<file path="src/rtl/lfsr_gen.sv">
// Parametrised Fibonacci XNOR LFSR pattern generator with seed loading,
// a run-length sequencer (IDLE/RUNNING/COMPLETE), stall and lockup protection.
module lfsr_gen #(
  parameter int unsigned      WIDTH = 20,
  parameter logic [WIDTH-1:0] TAPS  = 20'h80040,
  parameter logic [WIDTH-1:0] SEED  = 20'h00101,
  parameter int unsigned      CNT_W = 16
) (
  input  logic             clk,
  input  logic             nreset,
  input  logic             start,
  input  logic             load,
  input  logic [WIDTH-1:0] seed_in,
  input  logic [CNT_W-1:0] run_len,
  input  logic             stall,
  output logic [WIDTH-1:0] data_out,
  output logic             data_valid,
  output logic             busy,
  output logic             done,
  output logic             lockup
);

  typedef enum logic [1:0] {
    ST_IDLE     = 2'd0,
    ST_RUNNING  = 2'd1,
    ST_COMPLETE = 2'd2
  } state_e;

  state_e           state_q, state_d;
  logic [WIDTH-1:0] data_q, data_d;
  logic [CNT_W-1:0] count_q, count_d;
  logic [CNT_W-1:0] run_len_q, run_len_d;
  logic             valid_q, valid_d;
  logic             lockup_q, lockup_d;
  logic             fb;

  assign fb = ~^(data_q & TAPS);

  always_ff @(posedge clk or negedge nreset) begin
    if (!nreset) begin
      state_q   <= ST_IDLE;
      data_q    <= SEED;
      count_q   <= '0;
      run_len_q <= '0;
      valid_q   <= 1'b0;
      lockup_q  <= 1'b0;
    end else begin
      state_q   <= state_d;
      data_q    <= data_d;
      count_q   <= count_d;
      run_len_q <= run_len_d;
      valid_q   <= valid_d;
      lockup_q  <= lockup_d;
    end
  end

  always_comb begin
    state_d   = state_q;
    data_d    = data_q;
    count_d   = count_q;
    run_len_d = run_len_q;
    valid_d   = 1'b0;
    lockup_d  = lockup_q;

    unique case (state_q)
      ST_IDLE: begin
        if (start) begin
          state_d   = ST_RUNNING;
          count_d   = '0;
          run_len_d = run_len;
          lockup_d  = 1'b0;
        end
        // All-ones would freeze an XNOR LFSR, so it is swapped for SEED.
        if (load) begin
          if (seed_in == '1) begin
            data_d   = SEED;
            lockup_d = 1'b1;
          end else begin
            data_d = seed_in;
          end
        end
      end

      ST_RUNNING: begin
        if (!stall) begin
          data_d  = {data_q[WIDTH-2:0], fb};
          count_d = count_q + CNT_W'(1);
          valid_d = 1'b1;
          if ((run_len_q != '0) && (count_d == run_len_q)) begin
            state_d = ST_COMPLETE;
          end
        end
      end

      ST_COMPLETE: begin
        state_d = ST_IDLE;
      end

      default: begin
        state_d = ST_IDLE;
      end
    endcase
  end

  assign data_out   = data_q;
  assign data_valid = valid_q;
  assign busy       = (state_q == ST_RUNNING);
  assign done       = (state_q == ST_COMPLETE);
  assign lockup     = lockup_q;

endmodule

</file>
<file path="config.mk">
export PLATFORM = sky130hd
export DESIGN_NAME = lfsr_gen
export DESIGN_NICKNAME = d
export VERILOG_FILES = /design/src/rtl/lfsr_gen.sv
export SDC_FILE = /design/constraint.sdc
export NUM_CORES = 1
export LEC_CHECK = 0
export BUFFER_PORTS_ARGS = -buffer_cell sky130_fd_sc_hd__buf_2
export CAP_MARGIN = 20
export CORE_MARGIN = 1
export CORE_UTILIZATION = 25
export DETAILED_ROUTE_END_ITERATION = 6
export GPL_TIMING_DRIVEN = 1
export PLACE_DENSITY_LB_ADDON = 0.2
export SLEW_MARGIN = 40
export SYNTH_ARGS = -nofsm -noshare
export SYNTH_HDL_FRONTEND = slang
export SYNTH_SLANG_ARGS = --single-unit
export TNS_END_PERCENT = 10
</file>
<file path="constraint.sdc">
create_clock -name clk -period 5.48 [get_ports clk]
set_clock_uncertainty 0.15 [all_clocks]
set_input_delay 0.548 -clock clk [delete_from_list [all_inputs] [get_ports clk]]
set_output_delay 0.548 -clock clk [all_outputs]
set_load 0.01 [all_outputs]
</file>
==> out/metrics.json, run 1 <==
{
  "detailed_routing": {
    "detail_route.wl_per_cell_um": 15.0,
    "drt-pass1-iter-count": 4,
    "ant_nets": 0,
    "totalWireLength_um": 8520,
    "drc_violations_left": 0,
    "detail_route.vias_per_cell": 4.90,
    "drt_first_iter_violations": 174,
    "vias": 2792
  },
  "sta": {
    "portion_of_the_clock_cycle_consumed_by_the_worst_path_in_the_final_layout_pct": 59.3,
    "final.hold.worst_slack_ps": 247,
    "finalHoldViolations": 0,
    "grt_setup_unrepaired": "false",
    "finalCriticalPeriod_ps": 3250,
    "fmax_ghz": 0.308,
    "timing.setup.tns_ps": 0,
    "final-max-slew-violation-count": 0,
    "timing.final.setup_violations": 0,
    "max_slew_margin_pct": 44.2,
    "max_slew.worst_pin.slew_ps": 831
  },
  "die": {
    "rows": 40,
    "die_x_um": 115,
    "start_util_pct": 26.0,
    "boundaryPins": 65,
    "core_area_mm2": 0.0122,
    "floorplan.die.height_um": 115,
    "design.die.area_mm2": 0.0131
  },
  "cts": {
    "postCtsSetupBuffers": 0,
    "cts-root-buf": "clkbuf_16",
    "post_cts_hold_buffer_count": 0,
    "cts_tree": "yes",
    "clock_sink_count": 56,
    "clockBufferDepth": 2,
    "resized_cells_post_cts": 0,
    "cts.clk_slew.worst_paths_ps": 80,
    "h-tree-depth": 2,
    "clkLatencyLatePin_ps": 300,
    "tritoncts.num_buffers": 5
  },
  "placement": {
    "dpl_cell_area_mm2": 0.00362,
    "post_detail_place_hpwl_um": 6190,
    "gp_congestion": 0.820,
    "buffer_ports.inserted": 64
  },
  "critical_path": {
    "required_ps": 5510,
    "critical_path.max_fanout": 23,
    "worst_r2r_startpoint": "state_q[1]",
    "cp_slowest_stage_delay_ps": 620,
    "timing.critical_path.arrival_ps": 3280,
    "end_kind": "flop",
    "slowest_stage": "nand2b_1",
    "path_class": "reg -> reg",
    "critical_path.most_common_cell": "inv_1",
    "timing.critical_path.from": "state_q[1]",
    "worstPathCellList": "nand2b_1 > inv_1 > nand2_1 > inv_1 > nor2_2 > o21ai_0 > o41ai_1",
    "category_of_the_worst_setup_path_launch_point": "flop"
  },
  "grt": {
    "globalRouteMet1Util_pct": 18.3,
    "global_route_wire_length_before_repair_um": 13800,
    "grt_start_max_net_pins": 57,
    "overflow": 0,
    "antenna_violations_before_repair": 0,
    "number_of_global_route_vias_before_repair": 2659,
    "met2_usage_pct": 22.3,
    "grt_usage_pct": 13.5,
    "most_crowded_layer_gr": "met2",
    "grt.met3_usage_pct": 2.75
  },
  "synth": {
    "syn_inst": 353,
    "netlist.top_cell.by_area": "dfrtp_1",
    "synthTopCellsByCount": "54 x dfrtp_1, 39 x nor2_1, 36 x nand2_1, 28 x o21ai_0, 24 x nand3_1",
    "synth_seq_cells": 56,
    "syn-num-nets": 395,
    "synthesis.area_mm2": 0.00317,
    "syn_area_per_cell_um2": 8.99,
    "post_synth_top_area_share_pct": 42.6,
    "synth-main-ff-cell": "dfrtp_1",
    "synth_top_cells_by_area": "dfrtp_1 43%, mux2_2 5.7%, nor2_1 4.6%",
    "post_synthesis_cell_type_count": 49,
    "sequential_share_of_the_synthesized_area_pct": 44.3,
    "most_frequently_used_cell_type_in_the_post_synthesis_netlist": "dfrtp_1",
    "asyncSetResetFlopFracSynth_pct": 100,
    "synth_enable_flop_cells": 0,
    "synthesis.yosys.warnings": 0
  },
  "power_and_ir_drop": {
    "power.combinational.fraction_pct": 34.7,
    "p_sw_mw": 0.596,
    "max-vdd-ir-drop_uv": 219,
    "clkPwrFrac_pct": 20.4,
    "power.density_cell_area_mw_per_mm2": 423,
    "power_report.internal_total_mw": 0.995,
    "leakagePower_nw": 1.55,
    "netSwitchingFraction_pct": 37.4,
    "seqPwrFrac_pct": 44.8
  },
  "min_path": {
    "hold_path.class": "in -> async"
  },
  "final_layout": {
    "areaGrowthSynthToFinish_pct": 18.7,
    "final_layout_size_suffix_gt1_share_pct": 25.4,
    "nNetsFinal": 443,
    "design_area_mm2": 0.00376,
    "antennaDiodeCount": 0
  },
  "flow_run": {
    "max_cap_violations": 0
  },
  "run_status": {
    "run_status": "finished, final reports clean"
  }
}
==> path summary, 6_finish.rpt <==
kind                       depth (start not counted)           end  slack, ps
setup / recovery                                   7   count_q[13]       2230
hold / removal                                     2  data_out[16]        250
setup reg to reg                                   7   count_q[13]       2230
hold reg to reg                                    1   count_q[15]        360
max in group asynchronous                          2  run_len_q[7]       4460
min in group clk                                   2  run_len_q[6]        330
==> sequential cells by signal (all words and copies together) (netlist names) <==
signal / flops
count_q: 16
data_out: 20
data_valid: 1
lockup: 1
run_len_q: 16
state_q: 2
==> critical path: cells and delay by family, from the launching register on <==
kind	cells	cell delay, ps
flip-flops	1	390
AND/OR/NAND/NOR	3	1800
buffers and inverters	2	510
AO/OA/AOI/OAI	2	290
==> routing by layer <==
layer	vias up	share of wire (%)
met3	5	5.8
met4	0	0.60
met2	82	45
li1	1367	-
met1	1338	48
met5	-	0
==> cell families (layout without fill, tap and decap cells) <==
family | count (synthesis) | after routing | synth area share [%]
AOI/OAI and AO/OA | 68 | 68 | 12.9
xor gates and xnor gates | 22 | 22 | 6.67
adders and majority gates | 1 | 1 | 0.394
buffers and inverters | 31 | 80 | 4.14
DFF | 56 | 56 | 44.3
muxes | 19 | 19 | 6.63
and+or+nand+nor | 156 | 156 | 25.0
==> placed cells by master, fill, tap and decap left out, drive strengths merged, types with 3 or more instances in the layout <==
cell,count
mux2i,3
o31ai,4
nand3,24
nand2b,4
dfrtp,54
inv,5
xnor2,10
nor2,39
o21ai,28
and4,5
nand4,14
a21oi,6
and2,4
nor3,4
or2,3
buf,67
nand2,36
mux2,16
xor2,12
a31oi,21
clkbuf,6
nor4,8
o41ai,3
and3,5
==> stage by stage <==
stage	cells	setup WS, ps	utilization (%)	power, mW
after floorplan	353	2930	-	1.08
after global placement	562	2070	29.6	1.27
after detailed placement	562	2250	29.6	1.28
after CTS	570	2220	30.8	1.62
after global routing	570	1900	30.8	1.71
final	570	2230	30.8	1.59
==> power by group through the flow <==
stage | Combinational, mW | Sequential (mW) | Clock, mW
after global routing | 0.619 | 0.740 | 0.347
after detailed placement | 0.558 | 0.726 | 0
after CTS | 0.561 | 0.718 | 0.338
after global placement | 0.548 | 0.722 | 0
after floorplan | 0.385 | 0.696 | 0
final | 0.553 | 0.713 | 0.325
==> layout make-up <==
class                   instances  area [um^2]
fillers                      1340         8450
multi-input cells             266         1640
flip-flops and latches         56         1400
repair buffers                 67          343
well taps                     168          210
clock buffers                   6          129
inverters                       5         18.8
clock inverters                 2         16.3
Power figures use the tool's default switching activity.
==> run 2: changes to the inputs <==
==> constraint.sdc (replaced) <==
create_clock -name clk -period 3.3 [get_ports clk]
set_clock_uncertainty 0.15 [all_clocks]
set_input_delay 0.33 -clock clk [delete_from_list [all_inputs] [get_ports clk]]
set_output_delay 0.33 -clock clk [all_outputs]
set_load 0.01 [all_outputs]
==> out/metrics.json, run 2 (synthesis gave the netlist of run 1 again) <==
{
  "detailed_routing": {
    "detail_route.vias_per_cell": {"value": 4.89, "change": "-0.12%"},
    "drt_first_iter_violations": {"value": 143, "change": "-18%"},
    "detail_route.wl_per_cell": {"value": 14.7, "unit": "um", "change": "-1.8%"},
    "totalWireLength": {"value": 8450, "unit": "um", "change": "-0.90%"},
    "drc_violations_left": {"value": 0, "change": "unchanged"},
    "ant_nets": {"value": 0, "change": "unchanged"},
    "vias": {"value": 2813, "change": "+0.75%"},
    "drt-pass1-iter-count": {"value": 4, "change": "unchanged"}
  },
  "placement": {
    "dpl_worst_slack": {"value": 465, "unit": "ps", "change": "-1780 ps"},
    "post_detail_place_hpwl": {"value": 6180, "unit": "um", "change": "-0.23%"},
    "dp_cells": {"value": 566, "change": "+0.71%"},
    "buffer_ports.inserted": {"value": 64, "change": "unchanged"},
    "gp_congestion": {"value": 0.766, "change": "-6.6%"}
  },
  "cts": {
    "h-tree-depth": {"value": 2, "change": "unchanged"},
    "tritoncts.num_buffers": {"value": 5, "change": "unchanged"},
    "cts-root-buf": "clkbuf_16",
    "postCtsSetupBuffers": {"value": 0, "change": "unchanged"},
    "clkLatencyLatePin": {"value": 310, "unit": "ps", "change": "about the same"},
    "post_cts_hold_buffer_count": {"value": 1, "change": "+1"},
    "clock_sink_count": {"value": 56, "change": "unchanged"},
    "clockBufferDepth": {"value": 2, "change": "unchanged"},
    "cts_tree": "yes",
    "cts.clk_slew.worst_paths": {"value": 80, "unit": "ps", "change": "about the same"},
    "resized_cells_post_cts": {"value": 0, "change": "unchanged"}
  },
  "critical_path": {
    "end_kind": "flop",
    "critical_path.max_fanout": {"value": 8, "change": "-65%"},
    "worst_r2r_startpoint": "count_q[0]",
    "worstReg2RegEnd": "state_q[1]",
    "ff2ff_path_depth": {"value": 7, "change": "unchanged"},
    "required": {"value": 3370, "unit": "ps", "change": "-2140 ps"},
    "category_of_the_worst_setup_path_launch_point": "flop",
    "worstPathCellList": "ha_1 > nand3_1 > nor4_1 > xnor2_1 > o21ai_0 > or4_1 > nor4_2",
    "path_class": "reg -> reg",
    "slowest_stage": "or4_1",
    "timing.critical_path.arrival": {"value": 2920, "unit": "ps", "change": "-360 ps"},
    "timing.critical_path.max_delay_family": "simple AND/OR/NAND/NOR gates",
    "reg2reg_slack": {"value": 450, "unit": "ps", "change": "-1780 ps"},
    "cp_slowest_stage_delay": {"value": 540, "unit": "ps", "change": "-80 ps"},
    "critical_path_buf_inv_count": {"value": 0, "change": "-2"}
  },
  "final_layout": {
    "finalNonFillerCells": {"value": 575, "change": "+0.88%"},
    "final_layout_size_suffix_gt1_share": {"value": 26.0, "unit": "%", "change": "+0.67 points"},
    "nNetsFinal": {"value": 448, "change": "+1.1%"},
    "antennaDiodeCount": {"value": 0, "change": "unchanged"},
    "layout_commonest_cell": "buf_2",
    "areaGrowthSynthToFinish_pct": 20.7,
    "final_cell_mix": "64 x buf_2, 54 x dfrtp_1, 37 x nor2_1",
    "fill_cells": {"value": 1348, "change": "+0.60%"},
    "flip_flop_count_of_the_largest_register_all_copies_and_words_added": {"value": 20, "change": "unchanged"}
  },
  "min_path": {
    "hold_path.class": "in -> reg",
    "min_delay_path_depth": 2,
    "worstHoldEndpoint": "run_len_q[4]",
    "min-delay-start": "run_len[4]"
  },
  "sta": {
    "timing.final.setup_violations": {"value": 0, "change": "unchanged"},
    "grt_setup_unrepaired": "false",
    "finalHoldViolations": {"value": 0, "change": "unchanged"},
    "final.hold.worst_slack": {"value": 101, "unit": "ps", "change": "-146 ps"},
    "final-max-slew-violation-count": {"value": 0, "change": "unchanged"},
    "max_slew_margin": {"value": 57.2, "unit": "%", "change": "+13 points"},
    "portion_of_the_clock_cycle_consumed_by_the_worst_path_in_the_final_layout": {"value": 86.3, "unit": "%", "change": "+27 points"},
    "fmax": {"value": 0.351, "unit": "GHz", "change": "+14%"},
    "timing.setup.tns": {"value": 0, "unit": "ps", "change": "unchanged"},
    "fin_ws": {"value": 452, "unit": "ps", "change": "-1780 ps"},
    "finalCriticalPeriod": {"value": 2850, "unit": "ps", "change": "-399 ps"},
    "max_slew.worst_pin.slew": {"value": 642, "unit": "ps", "change": "-189 ps"}
  },
  "die": {
    "die_x": {"value": 115, "unit": "um", "change": "unchanged"},
    "rows": {"value": 40, "change": "unchanged"},
    "core_area": {"value": 0.0122, "unit": "mm^2", "change": "unchanged"},
    "floorplan.die.height": {"value": 115, "unit": "um", "change": "unchanged"},
    "start_util": {"value": 26.0, "unit": "%", "change": "unchanged"},
    "boundaryPins": {"value": 65, "change": "unchanged"},
    "design.die.area": {"value": 0.0131, "unit": "mm^2", "change": "unchanged"}
  },
  "power_and_ir_drop": {
    "power.density_cell_area": {"value": 714, "unit": "mW/mm^2", "change": "+69%"},
    "power": {"value": 2.73, "unit": "mW", "change": "+72%"},
    "leakagePower": {"value": 1.59, "unit": "nW", "change": "+2.4%"},
    "max-vdd-ir-drop": {"value": 359, "unit": "uV", "change": "+64%"}
  },
  "grt": {
    "grt_usage": {"value": 13.2, "unit": "%", "change": "-0.38 points"},
    "global_route_wire_length_before_repair": {"value": 13400, "unit": "um", "change": "-2.9%"},
    "antenna_violations_before_repair": {"value": 0, "change": "unchanged"},
    "overflow": {"value": 0, "change": "unchanged"},
    "grt_start_max_net_pins": {"value": 41, "change": "-28%"},
    "number_of_global_route_vias_before_repair": {"value": 2596, "change": "-2.4%"}
  },
  "run_status": {
    "run_status": "finished, final reports clean"
  },
  "flow_run": {
    "max_cap_violations": {"value": 0, "change": "unchanged"}
  }
}
==> run 2: where the power goes <==
| group | leakage (nW) | internal [mW] | switching (mW) | total (mW) |
|---|---|---|---|---|
| Clock | 0.0804 | 0.362 | 0.272 | 0.634 |
| Sequential | 0.661 | 0.919 | 0.262 | 1.18 |
| Combinational | 0.850 | 0.454 | 0.464 | 0.918 |
==> run 2: metrics by stage <==
step / util (%) / cell area, um^2
after global placement: 29.8 / 3640
after global routing: 31.4 / 3830
after floorplan: - / 3170
after detailed placement: 29.9 / 3650
after CTS: 31.4 / 3830
final: 31.4 / 3830
==> run 2: how the worst max path moves through the flow <==
stage               start          to  slack (ps)  depth (start not counted)
2_1_floorplan  count_q[0]  state_q[1]         750                          7
3_3_place_gp   count_q[0]  state_q[1]         550                          7
3_5_place_dp   count_q[0]  state_q[1]         470                          7
4_1_cts        count_q[0]  state_q[1]         450                          7
5_1_grt        count_q[0]  state_q[1]         270                          7
6_report       count_q[0]  state_q[1]         450                          7
==> run 2: layer usage <==
layer,wire [um],GRT usage [%],up-vias
met3,475,2.65,12
li1,-,-,1381
met1,4040,18.1,1335
met2,3820,20.9,85
met5,0,0,-
met4,112,3.81,0
==> run 2: final cells by class <==
type                    instances  area [um^2]  area share (%)
inverters                       5         18.8           0.490
clock buffers                   5          125            3.27
multi-input cells             266         1640            42.9
repair buffers                 72          383            10.0
well taps                     168          210            5.49
flip-flops and latches         56         1400            36.7
clock inverters                 3         46.3            1.21
==> run 3: changes to the inputs <==
--- a/config.mk
+++ b/config.mk
@@ -11,7 +11,7 @@
 export CORE_UTILIZATION = 25
 export DETAILED_ROUTE_END_ITERATION = 6
 export GPL_TIMING_DRIVEN = 1
-export PLACE_DENSITY_LB_ADDON = 0.2
+export PLACE_DENSITY_LB_ADDON = 0.25
 export SLEW_MARGIN = 40
 export SYNTH_ARGS = -nofsm -noshare
 export SYNTH_HDL_FRONTEND = slang
==> out/metrics.json, run 3 (synthesis gave the netlist of run 1 again) <==
{
  "sta": {
    "fmax": {"value": 0.354, "unit": "GHz", "change": "+0.85%"},
    "grt_setup_unrepaired": "false",
    "portion_of_the_clock_cycle_consumed_by_the_worst_path_in_the_final_layout": {"value": 85.6, "unit": "%", "change": "-0.73 points"},
    "fin_ws": {"value": 476, "unit": "ps", "change": "+24.1 ps"},
    "finalCriticalPeriod": {"value": 2820, "unit": "ps", "change": "-24.1 ps"},
    "max_slew_margin": {"value": 54.0, "unit": "%", "change": "-3.2 points"},
    "final-max-slew-violation-count": {"value": 0, "change": "unchanged"},
    "finalHoldViolations": {"value": 0, "change": "unchanged"},
    "timing.final.setup_violations": {"value": 0, "change": "unchanged"},
    "max_slew.worst_pin.slew": {"value": 690, "unit": "ps", "change": "+48.1 ps"},
    "timing.setup.tns": {"value": 0, "unit": "ps", "change": "unchanged"}
  },
  "power_and_ir_drop": {
    "p_sw": {"value": 0.980, "unit": "mW", "change": "-1.8%"},
    "power": {"value": 2.65, "unit": "mW", "change": "-2.9%"},
    "power.combinational.fraction": {"value": 34.8, "unit": "%", "change": "+1.2 points"},
    "max-vdd-ir-drop": {"value": 209, "unit": "uV", "change": "-42%"},
    "power.density_cell_area": {"value": 696, "unit": "mW/mm^2", "change": "-2.5%"},
    "clkPwrFrac": {"value": 20.5, "unit": "%", "change": "-2.7 points"},
    "leakagePower": {"value": 1.59, "unit": "nW", "change": "about the same"},
    "netSwitchingFraction": {"value": 36.9, "unit": "%", "change": "+0.40 points"},
    "seqPwrFrac": {"value": 44.8, "unit": "%", "change": "+1.6 points"},
    "power_report.internal_total": {"value": 1.67, "unit": "mW", "change": "-3.5%"}
  },
  "critical_path": {
    "worstReg2RegEnd": "state_q[1]",
    "required": {"value": 3350, "unit": "ps", "change": "-20 ps"},
    "category_of_the_worst_setup_path_launch_point": "flop",
    "end_kind": "flop",
    "path_class": "reg -> reg",
    "ff2ff_path_depth": {"value": 7, "change": "unchanged"},
    "critical_path.max_fanout": {"value": 8, "change": "unchanged"},
    "timing.critical_path.arrival": {"value": 2870, "unit": "ps", "change": "-50 ps"},
    "worst_r2r_startpoint": "count_q[0]",
    "reg2reg_slack": {"value": 480, "unit": "ps", "change": "+20 ps"}
  },
  "detailed_routing": {
    "detail_route.wl_per_cell": {"value": 14.9, "unit": "um", "change": "+1.3%"},
    "detail_route.vias_per_cell": {"value": 4.98, "change": "+1.7%"},
    "ant_nets": {"value": 0, "change": "unchanged"},
    "vias": {"value": 2866, "change": "+1.9%"},
    "totalWireLength": {"value": 8580, "unit": "um", "change": "+1.5%"},
    "drt_first_iter_violations": {"value": 199, "change": "+39%"},
    "drc_violations_left": {"value": 0, "change": "unchanged"},
    "drt-pass1-iter-count": {"value": 4, "change": "unchanged"}
  },
  "die": {
    "core_area": {"value": 0.0122, "unit": "mm^2", "change": "unchanged"},
    "boundaryPins": {"value": 65, "change": "unchanged"},
    "floorplan.die.height": {"value": 115, "unit": "um", "change": "unchanged"},
    "rows": {"value": 40, "change": "unchanged"},
    "die_x": {"value": 115, "unit": "um", "change": "unchanged"},
    "start_util": {"value": 26.0, "unit": "%", "change": "unchanged"},
    "design.die.area": {"value": 0.0131, "unit": "mm^2", "change": "unchanged"}
  },
  "grt": {
    "number_of_global_route_vias_before_repair": {"value": 2690, "change": "+3.6%"},
    "grt_usage": {"value": 13.3, "unit": "%", "change": "+0.17 points"},
    "global_route_wire_length_before_repair": {"value": 13900, "unit": "um", "change": "+3.2%"},
    "grt_start_max_net_pins": {"value": 41, "change": "unchanged"},
    "antenna_violations_before_repair": {"value": 0, "change": "unchanged"},
    "overflow": {"value": 0, "change": "unchanged"}
  },
  "cts": {
    "cts-root-buf": "clkbuf_16",
    "cts_tree": "yes",
    "postCtsSetupBuffers": {"value": 0, "change": "unchanged"},
    "h-tree-depth": {"value": 2, "change": "unchanged"},
    "cts.clk_slew.worst_paths": {"value": 70, "unit": "ps", "change": "about the same"},
    "clkLatencyLatePin": {"value": 290, "unit": "ps", "change": "-20 ps"},
    "clockBufferDepth": {"value": 2, "change": "unchanged"},
    "clock_sink_count": {"value": 56, "change": "unchanged"},
    "tritoncts.num_buffers": {"value": 5, "change": "unchanged"}
  },
  "placement": {
    "post_detail_place_hpwl": {"value": 6390, "unit": "um", "change": "+3.5%"},
    "gp_congestion": {"value": 0.790, "change": "+3.1%"},
    "dpl_worst_slack": {"value": 488, "unit": "ps", "change": "+22.3 ps"},
    "buffer_ports.inserted": {"value": 64, "change": "unchanged"},
    "dp_cells": {"value": 567, "change": "+0.18%"}
  },
  "final_layout": {
    "areaGrowthSynthToFinish_pct": 20.2,
    "final_cell_mix": "64 x buf_2, 54 x dfrtp_1, 37 x nor2_1",
    "finalNonFillerCells": {"value": 576, "change": "+0.17%"},
    "fill_cells": {"value": 1308, "change": "-3.0%"},
    "final_layout_size_suffix_gt1_share": {"value": 26.2, "unit": "%", "change": "+0.18 points"},
    "nNetsFinal": {"value": 449, "change": "+0.22%"},
    "layout_commonest_cell": "buf_2",
    "antennaDiodeCount": {"value": 0, "change": "unchanged"},
    "flip_flop_count_of_the_largest_register_all_copies_and_words_added": {"value": 20, "change": "unchanged"}
  },
  "min_path": {
    "min_delay_path_depth": {"value": 2, "change": "unchanged"},
    "min-delay-start": "run_len[3]",
    "worstHoldEndpoint": "run_len_q[3]",
    "hold_path.class": "in -> reg"
  },
  "run_status": {
    "run_status": "finished, final reports clean"
  },
  "flow_run": {
    "max_cap_violations": {"value": 0, "change": "unchanged"}
  }
}
[run 3: what timing repair did]
item,4_1_cts,5_1_grt
hold buffers,1,0
hold endpoints to repair,19,0
gates resized for setup,0,0
[run 3: power groups by stage]
stage	Clock [mW]	Combinational [mW]	Sequential, mW
final	0.543	0.923	1.19
after detailed placement	0	0.928	1.20
after floorplan	0	0.639	1.16
after CTS	0.560	0.933	1.19
after global placement	0	0.916	1.20
after global routing	0.592	1.03	1.23
[run 3: worst max-delay path by stage]
stage	from	endpoint	slack (ps)	depth (start not counted)
global route	count_q[0]	state_q[1]	260	7
detailed placement	count_q[0]	state_q[1]	490	7
floorplan	count_q[0]	state_q[1]	750	7
CTS	count_q[0]	state_q[1]	470	7
finish	count_q[0]	state_q[1]	480	7
global placement	count_q[0]	state_q[1]	600	7
[run 3: final cells by class]
cell class              count  area, um^2  share of cell area [%]
repair buffers             73         390                    10.2
inverters                   5        18.8                   0.492
well taps                 168         210                    5.51
clock buffers               6         139                    3.64
multi-input cells         266        1640                    43.0
flip-flops and latches     56        1400                    36.8
clock inverters             2        10.0                   0.262
[run 3: through the flow]
step | utilization, % | hold WS (ps) | area (um^2)
after floorplan | - | -116 | 3170
after global placement | 29.9 | 181 | 3650
after detailed placement | 29.9 | 184 | 3650
after CTS | 31.2 | 116 | 3810
after global routing | 31.2 | 119 | 3810
final | 31.2 | 117 | 3810
[run 3: layer usage]
metal	wire length, um	share of wire, %	track usage [%]	vias up
met4	59	0.69	2.77	0
met5	0	0	0	-
li1	-	-	-	1380
met1	4040	47	17.6	1374
met2	4010	47	22.9	105
met3	465	5.4	2.28	7
[run 3: worst max-delay path, stage by stage (launching register included)]
cell and delay, ps:
dfrtp_1 450, ha_1 280, nand3_1 250, nor4_1 510
xnor2_1 200, o21ai_0 90, or4_1 540, nor4_2 250
